### src/rtl/hovalaag_prog_loader_if.sv
// Host byte stream and program-memory write bus of the program loader.
interface hovalaag_prog_loader_if;
    localparam int unsigned BYTE_W = 8;
    localparam int unsigned ADDR_W = 8;
    localparam int unsigned DATA_W = 32;

    logic              in_valid;
    logic [BYTE_W-1:0] in_data;
    logic              in_ready;
    logic              wr_en;
    logic [ADDR_W-1:0] wr_addr;
    logic [DATA_W-1:0] wr_data;

    // Host side: supplies bytes and observes the memory writes
    modport master (
        output in_valid, in_data,
        input  in_ready, wr_en, wr_addr, wr_data
    );

    // Loader side: consumes bytes and drives the memory writes
    modport slave (
        input  in_valid, in_data,
        output in_ready, wr_en, wr_addr, wr_data
    );
endinterface

### src/rtl/hovalaag_prog_loader.sv
// Program-store writer: turns a count/data/checksum byte stream into 256 x 32-bit
// program-memory writes, pads the tail with a fill word and gates the CPU reset.
module hovalaag_prog_loader #(
    parameter logic [31:0] FILL_WORD   = 32'h0000_8000,
    parameter bit          FILL_ENABLE = 1'b1
) (
    input  logic                  clk,
    input  logic                  rst_n,
    input  logic                  start,
    hovalaag_prog_loader_if.slave bus,
    output logic                  cpu_rst_n,
    output logic                  busy,
    output logic                  done,
    output logic                  error
);
    localparam int unsigned BYTE_W = 8;
    localparam int unsigned ADDR_W = 8;
    localparam int unsigned DATA_W = 32;
    localparam int unsigned ASM_W  = DATA_W - BYTE_W;

    typedef enum logic [2:0] {
        S_IDLE,
        S_COUNT,
        S_DATA,
        S_CHECK,
        S_FILL,
        S_DONE,
        S_ERR
    } state_t;

    state_t              state_q, state_d;
    logic [BYTE_W-1:0]   n_q, n_d;         // word count, 0 encodes 256
    logic [ADDR_W-1:0]   addr_q, addr_d;
    logic [1:0]          bidx_q, bidx_d;
    logic [ASM_W-1:0]    word_q, word_d;   // first three bytes of the word in flight
    logic [BYTE_W-1:0]   csum_q, csum_d;
    logic                wr_en_q, wr_en_d;
    logic [DATA_W-1:0]   wr_data_q, wr_data_d;
    logic                done_q, done_d;
    logic                error_q, error_d;
    logic                cpu_rst_n_q, cpu_rst_n_d;
    logic                busy_q, busy_d;
    logic                accept;

    // Byte acceptance: only while loading and never on a start cycle
    assign bus.in_ready = !start && (state_q inside {S_COUNT, S_DATA, S_CHECK});
    assign accept       = bus.in_valid && bus.in_ready;

    assign bus.wr_en   = wr_en_q;
    assign bus.wr_addr = addr_q;
    assign bus.wr_data = wr_data_q;
    assign cpu_rst_n   = cpu_rst_n_q;
    assign busy        = busy_q;
    assign done        = done_q;
    assign error       = error_q;

    // State and datapath registers
    always_ff @(posedge clk or negedge rst_n) begin
        if (!rst_n) begin
            state_q     <= S_IDLE;
            n_q         <= '0;
            addr_q      <= '0;
            bidx_q      <= '0;
            word_q      <= '0;
            csum_q      <= '0;
            wr_en_q     <= 1'b0;
            wr_data_q   <= '0;
            done_q      <= 1'b0;
            error_q     <= 1'b0;
            cpu_rst_n_q <= 1'b0;
            busy_q      <= 1'b0;
        end else begin
            state_q     <= state_d;
            n_q         <= n_d;
            addr_q      <= addr_d;
            bidx_q      <= bidx_d;
            word_q      <= word_d;
            csum_q      <= csum_d;
            wr_en_q     <= wr_en_d;
            wr_data_q   <= wr_data_d;
            done_q      <= done_d;
            error_q     <= error_d;
            cpu_rst_n_q <= cpu_rst_n_d;
            busy_q      <= busy_d;
        end
    end

    // Next-state and next-output logic
    always_comb begin
        state_d     = state_q;
        n_d         = n_q;
        addr_d      = addr_q;
        bidx_d      = bidx_q;
        word_d      = word_q;
        csum_d      = csum_q;
        wr_en_d     = 1'b0;
        wr_data_d   = wr_data_q;
        done_d      = done_q;
        error_d     = error_q;
        cpu_rst_n_d = cpu_rst_n_q;

        // Word address advances after every write cycle (wraps past 255)
        if (wr_en_q) begin
            addr_d = ADDR_W'(addr_q + ADDR_W'(1));
        end

        if (start) begin
            state_d     = S_COUNT;
            addr_d      = '0;
            bidx_d      = '0;
            word_d      = '0;
            csum_d      = '0;
            done_d      = 1'b0;
            error_d     = 1'b0;
            cpu_rst_n_d = 1'b0;
        end else begin
            case (state_q)
                S_COUNT: begin
                    if (accept) begin
                        n_d     = bus.in_data;
                        csum_d  = csum_q ^ bus.in_data;
                        state_d = S_DATA;
                    end
                end
                S_DATA: begin
                    if (accept) begin
                        csum_d = csum_q ^ bus.in_data;
                        word_d = {word_q[ASM_W-BYTE_W-1:0], bus.in_data};
                        bidx_d = 2'(bidx_q + 2'd1);
                        if (bidx_q == 2'd3) begin
                            wr_en_d   = 1'b1;
                            wr_data_d = {word_q, bus.in_data};
                            if (addr_q == ADDR_W'(n_q - BYTE_W'(1))) begin
                                state_d = S_CHECK;
                            end
                        end
                    end
                end
                S_CHECK: begin
                    if (accept) begin
                        if (bus.in_data == csum_q) begin
                            if (FILL_ENABLE && (n_q != '0)) begin
                                state_d   = S_FILL;
                                wr_en_d   = 1'b1;
                                wr_data_d = FILL_WORD;
                            end else begin
                                state_d     = S_DONE;
                                done_d      = 1'b1;
                                cpu_rst_n_d = 1'b1;
                            end
                        end else begin
                            state_d = S_ERR;
                            error_d = 1'b1;
                        end
                    end
                end
                S_FILL: begin
                    if (addr_q == '1) begin
                        state_d     = S_DONE;
                        done_d      = 1'b1;
                        cpu_rst_n_d = 1'b1;
                    end else begin
                        wr_en_d = 1'b1;
                    end
                end
                default: ;
            endcase
        end

        busy_d = state_d inside {S_COUNT, S_DATA, S_CHECK, S_FILL};
    end
endmodule
### src/flat_wrapper.sv
// flat-port wrapper written by rule: the top's interface ports become plain ports
module hovalaag_prog_loader_flat 
#(
    parameter logic [31:0] FILL_WORD   = 32'h0000_8000,
    parameter bit          FILL_ENABLE = 1'b1
)
  (clk, rst_n, start, cpu_rst_n, busy, done, error, bus_in_valid, bus_in_data, bus_in_ready, bus_wr_en, bus_wr_addr, bus_wr_data);
  hovalaag_prog_loader_if bus_i ();
  input  logic clk;
  input  logic rst_n;
  input  logic start;
  output logic cpu_rst_n;
  output logic busy;
  output logic done;
  output logic error;
  input wire logic [$bits(bus_i.in_valid)-1:0] bus_in_valid;
  input wire logic [$bits(bus_i.in_data)-1:0] bus_in_data;
  output wire logic [$bits(bus_i.in_ready)-1:0] bus_in_ready;
  output wire logic [$bits(bus_i.wr_en)-1:0] bus_wr_en;
  output wire logic [$bits(bus_i.wr_addr)-1:0] bus_wr_addr;
  output wire logic [$bits(bus_i.wr_data)-1:0] bus_wr_data;
  assign bus_i.in_valid = bus_in_valid;
  assign bus_i.in_data = bus_in_data;
  assign bus_in_ready = bus_i.in_ready;
  assign bus_wr_en = bus_i.wr_en;
  assign bus_wr_addr = bus_i.wr_addr;
  assign bus_wr_data = bus_i.wr_data;
  hovalaag_prog_loader #(.FILL_WORD(FILL_WORD), .FILL_ENABLE(FILL_ENABLE)) u_core (.clk(clk), .rst_n(rst_n), .start(start), .bus(bus_i), .cpu_rst_n(cpu_rst_n), .busy(busy), .done(done), .error(error));
endmodule
### config.mk
export PLATFORM = sky130hd
export DESIGN_NAME = hovalaag_prog_loader_flat
export DESIGN_NICKNAME = d
export VERILOG_FILES = /design/src/rtl/hovalaag_prog_loader_if.sv /design/src/rtl/hovalaag_prog_loader.sv /design/src/flat_wrapper.sv
export SDC_FILE = /design/constraint.sdc
export NUM_CORES = 1
export LEC_CHECK = 0
export CAP_MARGIN = 20
export CORE_MARGIN = 1
export CORE_UTILIZATION = 55
export DETAILED_ROUTE_END_ITERATION = 12
export GPL_TIMING_DRIVEN = 0
export MAX_ROUTING_LAYER = met4
export PLACE_DENSITY = 0.78
export SYNTH_ARGS = -nofsm -noshare
export SYNTH_HDL_FRONTEND = slang
export SYNTH_SLANG_ARGS = --single-unit
### constraint.sdc
create_clock -name clk -period 2.4 [get_ports clk]
set_clock_uncertainty 0.05 [all_clocks]
set_input_delay 0.36 -clock clk [delete_from_list [all_inputs] [get_ports clk]]
set_output_delay 0.36 -clock clk [all_outputs]
set_load 0.1 [all_outputs]
# After elaboration in Yosys (flattened, before gate mapping)

Cells that the tools add are included.
Widths: inputs -> output; s select.

$add $sub $neg: 3
Multipliers: 0
Div/mod/pow operators: 0
Magnitude comparators: 0
Equal/unequal tests: 22
Shift operators: 0
Multiplexer cells: 45
Bitwise operators: 2
Reductions and logical operators: 20

Operators by type and width:

| cell                | count |
|---|---|
| $mux 32             | 5 |
| $mux 24             | 3 |
| $pmux 32 s2         | 1 |
| $mux 8              | 5 |
| $mux 3              | 7 |
| $mux 1              | 17 |
| $eq 8x8->1          | 2 |
| $eq 3x2->1 const B  | 4 |
| $pmux 3 s4          | 1 |
| $reduce_bool 2->1   | 6 |
| $add 8x1->8 const B | 1 |
| $eq 8x8->1 const B  | 1 |
| $mux 2              | 4 |
| $ne 2x2->1 const B  | 4 |
| $reduce_bool 8->1   | 1 |
| $sub 8x1->8 const B | 1 |
| $xor 8x8->8         | 1 |
| $reduce_and 7->1    | 1 |
| $eq 3x1->1 const B  | 2 |
| $eq 3x3->1 const B  | 2 |
| $ne 3x2->1 const B  | 2 |
| $ne 3x3->1 const B  | 2 |
| $reduce_and 3->1    | 2 |
| $reduce_bool 3->1   | 2 |
| other kinds (12)    | 15 |

Bits in registers: 89
Latch bits: 0
RAM bits: 0
Memory bits (read-only): 0
Input port bits: 12
Output and inout bits: 46
Memories kept: 0

# Longest topological paths before layout

Word-level depth: 9
Mapped depth: 8
Gate-level depth less buffers: 7

# Least setup slack after synthesis

Ideal clock, no wire load.

Path type: reg-to-output
Start point: reg u_core.state_q[1]
End point: out bus_in_ready
Arrival: 2.659 ns
Required time: 1.990 ns
Path slack: -0.669 ns
Cell stages (with the launch flop): 4
Buffers on the path: 1
Path through: dfrtp_1 -> clkbuf_1 -> nor2_1 -> nor3_1

Word-level cells in the longest chain between the ends: 3

Ends and longest elaborated chain:

| item                                     | RTL line                   | source |
|---|---|---|
| start, declared                          | hovalaag_prog_loader.sv:31 | `state_t state_q, state_d;` |
| start signal, assigned                   | hovalaag_prog_loader.sv:73 | `state_q <= state_d;` |
| $eq 3x1->1 or $eq 3x2->1 (tied branches) | hovalaag_prog_loader.sv:46 | `assign bus.in_ready = !start && (state_q inside {S_COUNT, S_DATA, S_CHECK});` |
| $reduce_bool 3->1 (*)                    | hovalaag_prog_loader.sv:46 |  |
| $logic_and 1x1->1 (*)                    | hovalaag_prog_loader.sv:46 |  |
| end, declared                            | flat_wrapper.sv:18         | `output wire logic [$bits(bus_i.in_ready)-1:0] bus_in_ready;` |

Every way passes the cells marked *; elsewhere a longest branch is shown, timed or not.

# Final worst setup path

Start point: reg u_core.addr_q[1] (netlist: u_core.bus.wr_addr[1])
End point: out bus_wr_addr[1]

RTL lines:

| item                   | RTL line                   | source |
|---|---|---|
| start, declared        | hovalaag_prog_loader.sv:33 | `logic [ADDR_W-1:0] addr_q, addr_d;` |
| start signal, assigned | hovalaag_prog_loader.sv:75 | `addr_q <= addr_d;` |
| end, declared          | flat_wrapper.sv:20         | `output wire logic [$bits(bus_i.wr_addr)-1:0] bus_wr_addr;` |

No word-level cell between the ends.

==> impl_results.md <==
- Antenna diodes: 0
- Site row count: 31
- Most common cell after layout, fill and taps aside: nand2_1
- Pwr Density: roughly 600 mW/mm^2
- First-pass GRT wire length: about 15000 microns
- Die width: 89.66 microns
- Initial antenna violation count: 0
- Area Overhead vs Synth: 22.62%
- Initial core utilization: 57.65%
- CP arrival: just under 2 ns
- Final setup fails: 0
- Clock tree buffer depth: 2
- Layout cell share with drive strength beyond 1: slightly below 8%
- Register area: between 0.002 and 0.0025 sq mm
- Via count of the first global-routing pass: 3075
- Top delay family on crit path: buffers and inverters
- Post-synthesis sequential area ratio: 52.69%
- I/O Buffers: 57
- Syn Std Cell Area: ~0.0042 sq mm
- Final Hold Vio Count: 0
- Syn Area/Cell: between 9 and 10 sq um
- EDFF count, synth: 0
- CP Max Fanout: 5
- Drt pass-1 iters: 4
- DR WL/cell: 14.31 microns
- Post-synthesis cell count: about 430
- Gr usage total: around 25%
- DRT antenna net count: 0
- Total number of vias: ~3100
- Fill count: about 550
- Leakage: roughly 2.3 nW
- Yosys top cell by area: dfrtp_1
- Clock-pin slew on the worst setup and hold paths: approximately 0.09 ns
- Yosys reg bits: between 80 and 90
- Pins Over Slew Limit: 0
- Fin util: between 70% and 80%
- Core Footprint: around 0.0073 sq mm
- Worst-skew pair later-pin latency: approximately 0.36 ns
- CP startpoint kind: flip-flop
- CTS buffer count: 9
- Slew headroom: between 30% and 40%
- RR Endpoint: u_core.bus.wr_data[14]
- Ys async rst share: 100.0%
- Vias/cell: 5.179
- Fmax: 422.5 MHz
- Drt initial violations: around 180
- Final period util: a little over nine tenths
- Final worst slack: around 0.033 ns
- Tmin final: between 2 and 2.5 ns
- Sink Count: 89
- GRT Residual Overflow: 0
- Synth top area cells: dfrtp_1, nand2_1, mux2i_1, xnor2_1, a21oi_1
- CTS HTree Levels: 3
- Worst path slowest cell: clkdlybuf4s50_1
- Maximum VDD drop: about 0.37 mV
- Die area: approximately 0.0080 sq mm
- Synth warnings: 0
- Post-synthesis cell type count: 42
- RD Place Congestion: 0.8916
- Worst-path cell chain: clkdlybuf4s50_1
- Io pins: 58
- Fin Hold WS: about 0.42 ns
- Worst Path Required: ~2.0 ns
- Die height: 89.66 microns
- Crit path from: u_core.bus.wr_addr[1]
- Nets: about 520
- Final HPWL DP: roughly 6200 microns
- Reg2Reg Setup Slack: roughly 0.19 ns
- Setup CP Type: flip-flop to output pin
- CP max stage delay: between 1 and 1.5 ns
- Largest net degree at the start of global routing: between 50 and 60
- Outcome: complete, no violations
- TritonCTS clock tree: built
- DRC violations left: 0
- Share of the synthesized area in the top cell type: ~53%
- Total wire length: 8656 microns
- Area of the multi-input gates: approximately 0.0018 sq mm
- Hold/Removal Path Class: input port to async pin
- Commonest non-fill, non-tap cells in the layout: nand2_1, dfrtp_1, clkdlybuf4s50_1
- CP Capture Type: output pin
- Net count after synthesis: approximately 450
- Most used DFF post-synth: dfrtp_1
- Root Driver: clkbuf_8
- Reg-to-reg startpoint: u_core.state_q[2]
- Critical path buffers and inverters: 1
- R2R depth: 9
- Max cap viols: 0
- Worst Max-Slew Pin Slew: between 0.9 and 1 ns
- Post-Place Setup Slack: -0.5252 ns
- Setup TNS: 0 ns
[cell type report]
class / count / area share, %
plain buffers: 21 / 2.318
clock buffers: 12 / 2.607
clock inverters: 3 / 0.8209
inverters: 35 / 2.535
multi-input cells: 284 / 33.95
flip-flops and latches: 89 / 42.97
well taps: 99 / 2.390
repair buffers: 62 / 12.41
[cells in the mapped netlist, drive strengths merged (4+ instances only)]
cell type / number
mux2i: 32
nand2: 99
o21ai: 7
clkbuf: 15
ha: 4
nor3: 5
a21oi: 30
nor2: 26
buf: 6
nand4: 5
mux2: 7
xor2: 14
nand2b: 5
inv: 35
dfrtp: 89
xnor2: 21
[flip-flops by register name, indices dropped and copies added, names as in the netlist]
| signal | count |
|---|---|
| u_core.bus.wr_data | 32 |
| u_core.word_q | 24 |
| u_core.bus.wr_addr | 8 |
| u_core.csum_q | 8 |
| u_core.n_q | 8 |
| u_core.state_q | 3 |
| u_core.bidx_q | 2 |
| u_core.bus.wr_en | 1 |
| u_core.busy | 1 |
| u_core.done | 1 |
| u_core.error | 1 |
[routing by layer]
metal  vias to the layer above  track usage (%)  share of wire [%]  wire, microns
met5                         -                -                  0              0
met4                         0            9.524                2.0            176
met3                        15            2.834                4.4            380
met2                        74            40.84                 50           4314
met1                      1503            32.08                 44           3784
li1                       1541                -                  -              -
[worst max-delay path by stage]
stage / endpoint / slack [ns] / cells after the start
floorplan: bus_in_ready / 0.19 / 3
global placement: u_core.bus.wr_addr[2] / -2.25 / 1
detailed placement: bus_in_ready / -0.53 / 4
CTS: bus_wr_addr[7] / 0.02 / 1
global route: u_core.bus.wr_data[19] / -0.05 / 8
finish: bus_wr_addr[1] / 0.03 / 1
[report_power, final]
group,internal [W],switching (W)
logic,0.000179,0.000279
clock network,0.000476,0.000504
registers,0.00155,0.0000661
total,0.00221,0.000848
[metrics by stage]
stage               total power (W)  cells  area, sq um
global route               0.003177    605         5182
global placement           0.002088    585         4926
detailed placement         0.002105    586         4951
floorplan                  0.001955    429         4232
finish                     0.003056    605         5182
CTS                        0.003062    604         5162
[what timing repair did]
item	4_1_cts	5_1_grt
hold buffers	1	0
gates resized for setup	7	7
endpoints found under the setup margin	29	43
hold endpoints to repair	31	0
pin swaps	1	1
setup buffers	2	1
[logic make-up (layout without fill, tap and decap cells)]
family	after synthesis	count (layout)	synth area share, %
adders and majority gates	4	4	1.184
muxes	39	39	9.444
xor gates and xnor gates	35	35	7.253
buffers and inverters	56	133	5.921
DFF	89	89	52.69
and+or+nand+nor	159	159	17.26
AOI/OAI and AO/OA	47	47	6.246
No activity file was read; power rests on OpenSTA's default activity.
==> edit (config.mk and constraints unchanged) <==
`n_q` no longer has a reset.
--- a/src/rtl/hovalaag_prog_loader.sv
+++ b/src/rtl/hovalaag_prog_loader.sv
@@ -60,3 +60,2 @@
             state_q     <= S_IDLE;
-            n_q         <= '0;
             addr_q      <= '0;
@@ -73,3 +72,2 @@
             state_q     <= state_d;
-            n_q         <= n_d;
             addr_q      <= addr_d;
@@ -85,2 +83,6 @@
         end
+    end
+
+    always_ff @(posedge clk) begin
+        n_q <= n_d;
     end
Behaviour: same outputs for any inputs over 4 cycles, from zero or initial values and one cycle with rst_n low; that may be too few to reach the edited logic, so the function may still have changed.
==> edit against the unedited design <==
  * Sequential cell count stayed put
  * Setup slack improved by 0.068 ns
  * Critical path type unchanged
  * Combinational power fell by 48%
  * Largest cell class unchanged
  * Synthesized area fell by 7.6%
  * Final area fell by 6.9%
  * Global-route usage up 1.4 points
  * Total power fell by 8.0%
  * Largest power group unchanged
  * Wire length increased by 1.4%
==> edit: results (changes against the unedited design) <==
Outcome
  – Outcome: finished clean (unchanged)

Place
  – Place WS: -0.489 ns (was -0.525 ns)
  – Area post-placement: 0.00462 sq mm (was 0.00495 sq mm)
  – Dpl cells: 514 (was 586)
  – Routability-driven placement congestion ratio: 0.829 (was 0.892)
  – HPWL Detailed: 6.02 mm (was 6.16 mm)

STA
  – Pin slew with the least headroom to its limit: 0.977 ns (was 0.978 ns)

Power and ir drop
  – Share of power burned in registers: 55.4% (was 53.0%)
  – Internal Power: 2.10 mW (was 2.21 mW)
  – Power Clock: 1.02 mW (was 0.979 mW)
  – Maximum vdd drop: 0.427 mV (was 0.373 mV)
  – Leak: 2.09 nW (was 2.30 nW)
  – Power Total: 2.81 mW (was 3.06 mW)

Synthesis
  – Top cells by count, synth: 81 x dfrtp_1, 62 x nand2_1, 31 x a22o_1 (was 99 x nand2_1, 89 x dfrtp_1, 35 x inv_1)
  – Seq/Total Area, Yosys: 58.1% (was 52.7%)
  – Area contributors post-synth: dfrtp_1 52%, a22o_1 7.0%, edfxtp_1 6.2% (was dfrtp_1 53%, nand2_1 8.8%, mux2i_1 7.6%)
  – Asr flop ratio synth: 91.0% (was 100%)
  – Syn nets: 376 (was 445)
  – Cell variety after synth: 46 (was 42)
  – Mean Syn Cell Area: 10.8 sq um (was 9.85 sq um)
  – Post-synth EDFFs: 8 (was 0)

Finish
  – Nets: 446 (was 518)
  – Flip-flop and latch area: 0.00227 sq mm (was 0.00223 sq mm)
  – Post-Layout Cell Count: 530 (was 605)
  – Number of flip-flops in the largest register: 32 (unchanged)
  – Layout cells sized above 1: 7.37% (was 7.91%)
  – FILL cells: 511 (was 548)

GRT
  – Vias in the first global route: 2998 (was 3075)
  – M3 GR Usage: 4.48% (was 2.83%)
  – Global-route wire length before repair: 14.6 mm (about the same)
  – Met2 usage: 40.5% (was 40.8%)
  – Largest net degree at the start of global routing: 60 (was 59)
  – Met1 GRT Util: 35.6% (was 32.1%)
  – Global Route Usage Sum: 26.3% (was 24.9%)

Clock tree
  – Clock Latency Late Sink: 0.36 ns (about the same)
  – Root buf cell: clkbuf_8 (unchanged)

Routing
  – Via density per instance: 5.65 (was 5.18)
  – Initial detailed-routing violation count: 183 (was 182)
  – Routed WL per cell: 16.6 um (was 14.3 um)
  – Met1 WL: 3.97 mm (was 3.78 mm)
  – Wire length on met3: 433 um (was 380 um)
  – Wire length on met2: 4.18 mm (was 4.31 mm)

Setup path
  – CP max FO: 2 (was 5)
  – Crit path arrival time: 1.89 ns (was 1.96 ns)
  – CP top delay family: buffers and inverters (unchanged)
## edit: changes by cell type after synthesis, sizes merged, moves of 7 or more
cell,delta
dfrtp,-8
a22o,+31
mux2,-7
nand2,-37
mux2i,-31
inv,-26
edfxtp,+8
## edit: path summary, 6_finish.rpt
path	start	to	slack, ns	cells after the start
min in group clk	u_core.word_q[20]	u_core.bus.wr_data[28]	0.46	1
min reg2reg	u_core.word_q[20]	u_core.bus.wr_data[28]	0.46	1
max in group asynchronous	rst_n	u_core.csum_q[6]	1.32	3
max reg2reg	u_core.n_q[3]	u_core.bus.wr_data[8]	0.29	6
min	rst_n	u_core.bus.wr_data[24]	0.40	2
max	u_core.error	error	0.10	1
## edit: repair_timing
action / 4_1_cts / 5_1_grt
endpoints found under the hold margin: 22 / 0
hold buffers: 1 / 0
pin swaps: 0 / 0
setup endpoints to repair: 6 / 16
gates resized for setup: 8 / 6
setup buffers: 0 / 0
## edit: cell families (layout without fill, tap and decap cells)
kind of cell    count (synthesis)  count (layout)  share of synthesized area, %
compound gates                 78              78                          14.2
xor+xnor                       33              33                          7.40
fa+ha+maj                       4               4                          1.28
buf+inv                        30             104                          3.62
flops                          89              89                          58.1
mux                             1               1                         0.256
simple gates                  125             125                          15.2
## edit: stage by stage
stage               hold WS, ns  util [%]
detailed placement        0.229      67.6
global placement          0.431      67.3
floorplan                0.0144         -
global route              0.410      70.6
finish                    0.396      70.6
CTS                       0.382      70.5
## edit: cell type report
cell class	instances	area share (%)
Timing Repair Buffer	59	12.5
Clock inverter	6	1.40
Clock buffer	9	2.57
Inverter	9	0.700
Multi-Input combinational cell	241	31.1
Tap cell	96	2.49
Buffer	21	2.23
Sequential cell	89	47.0
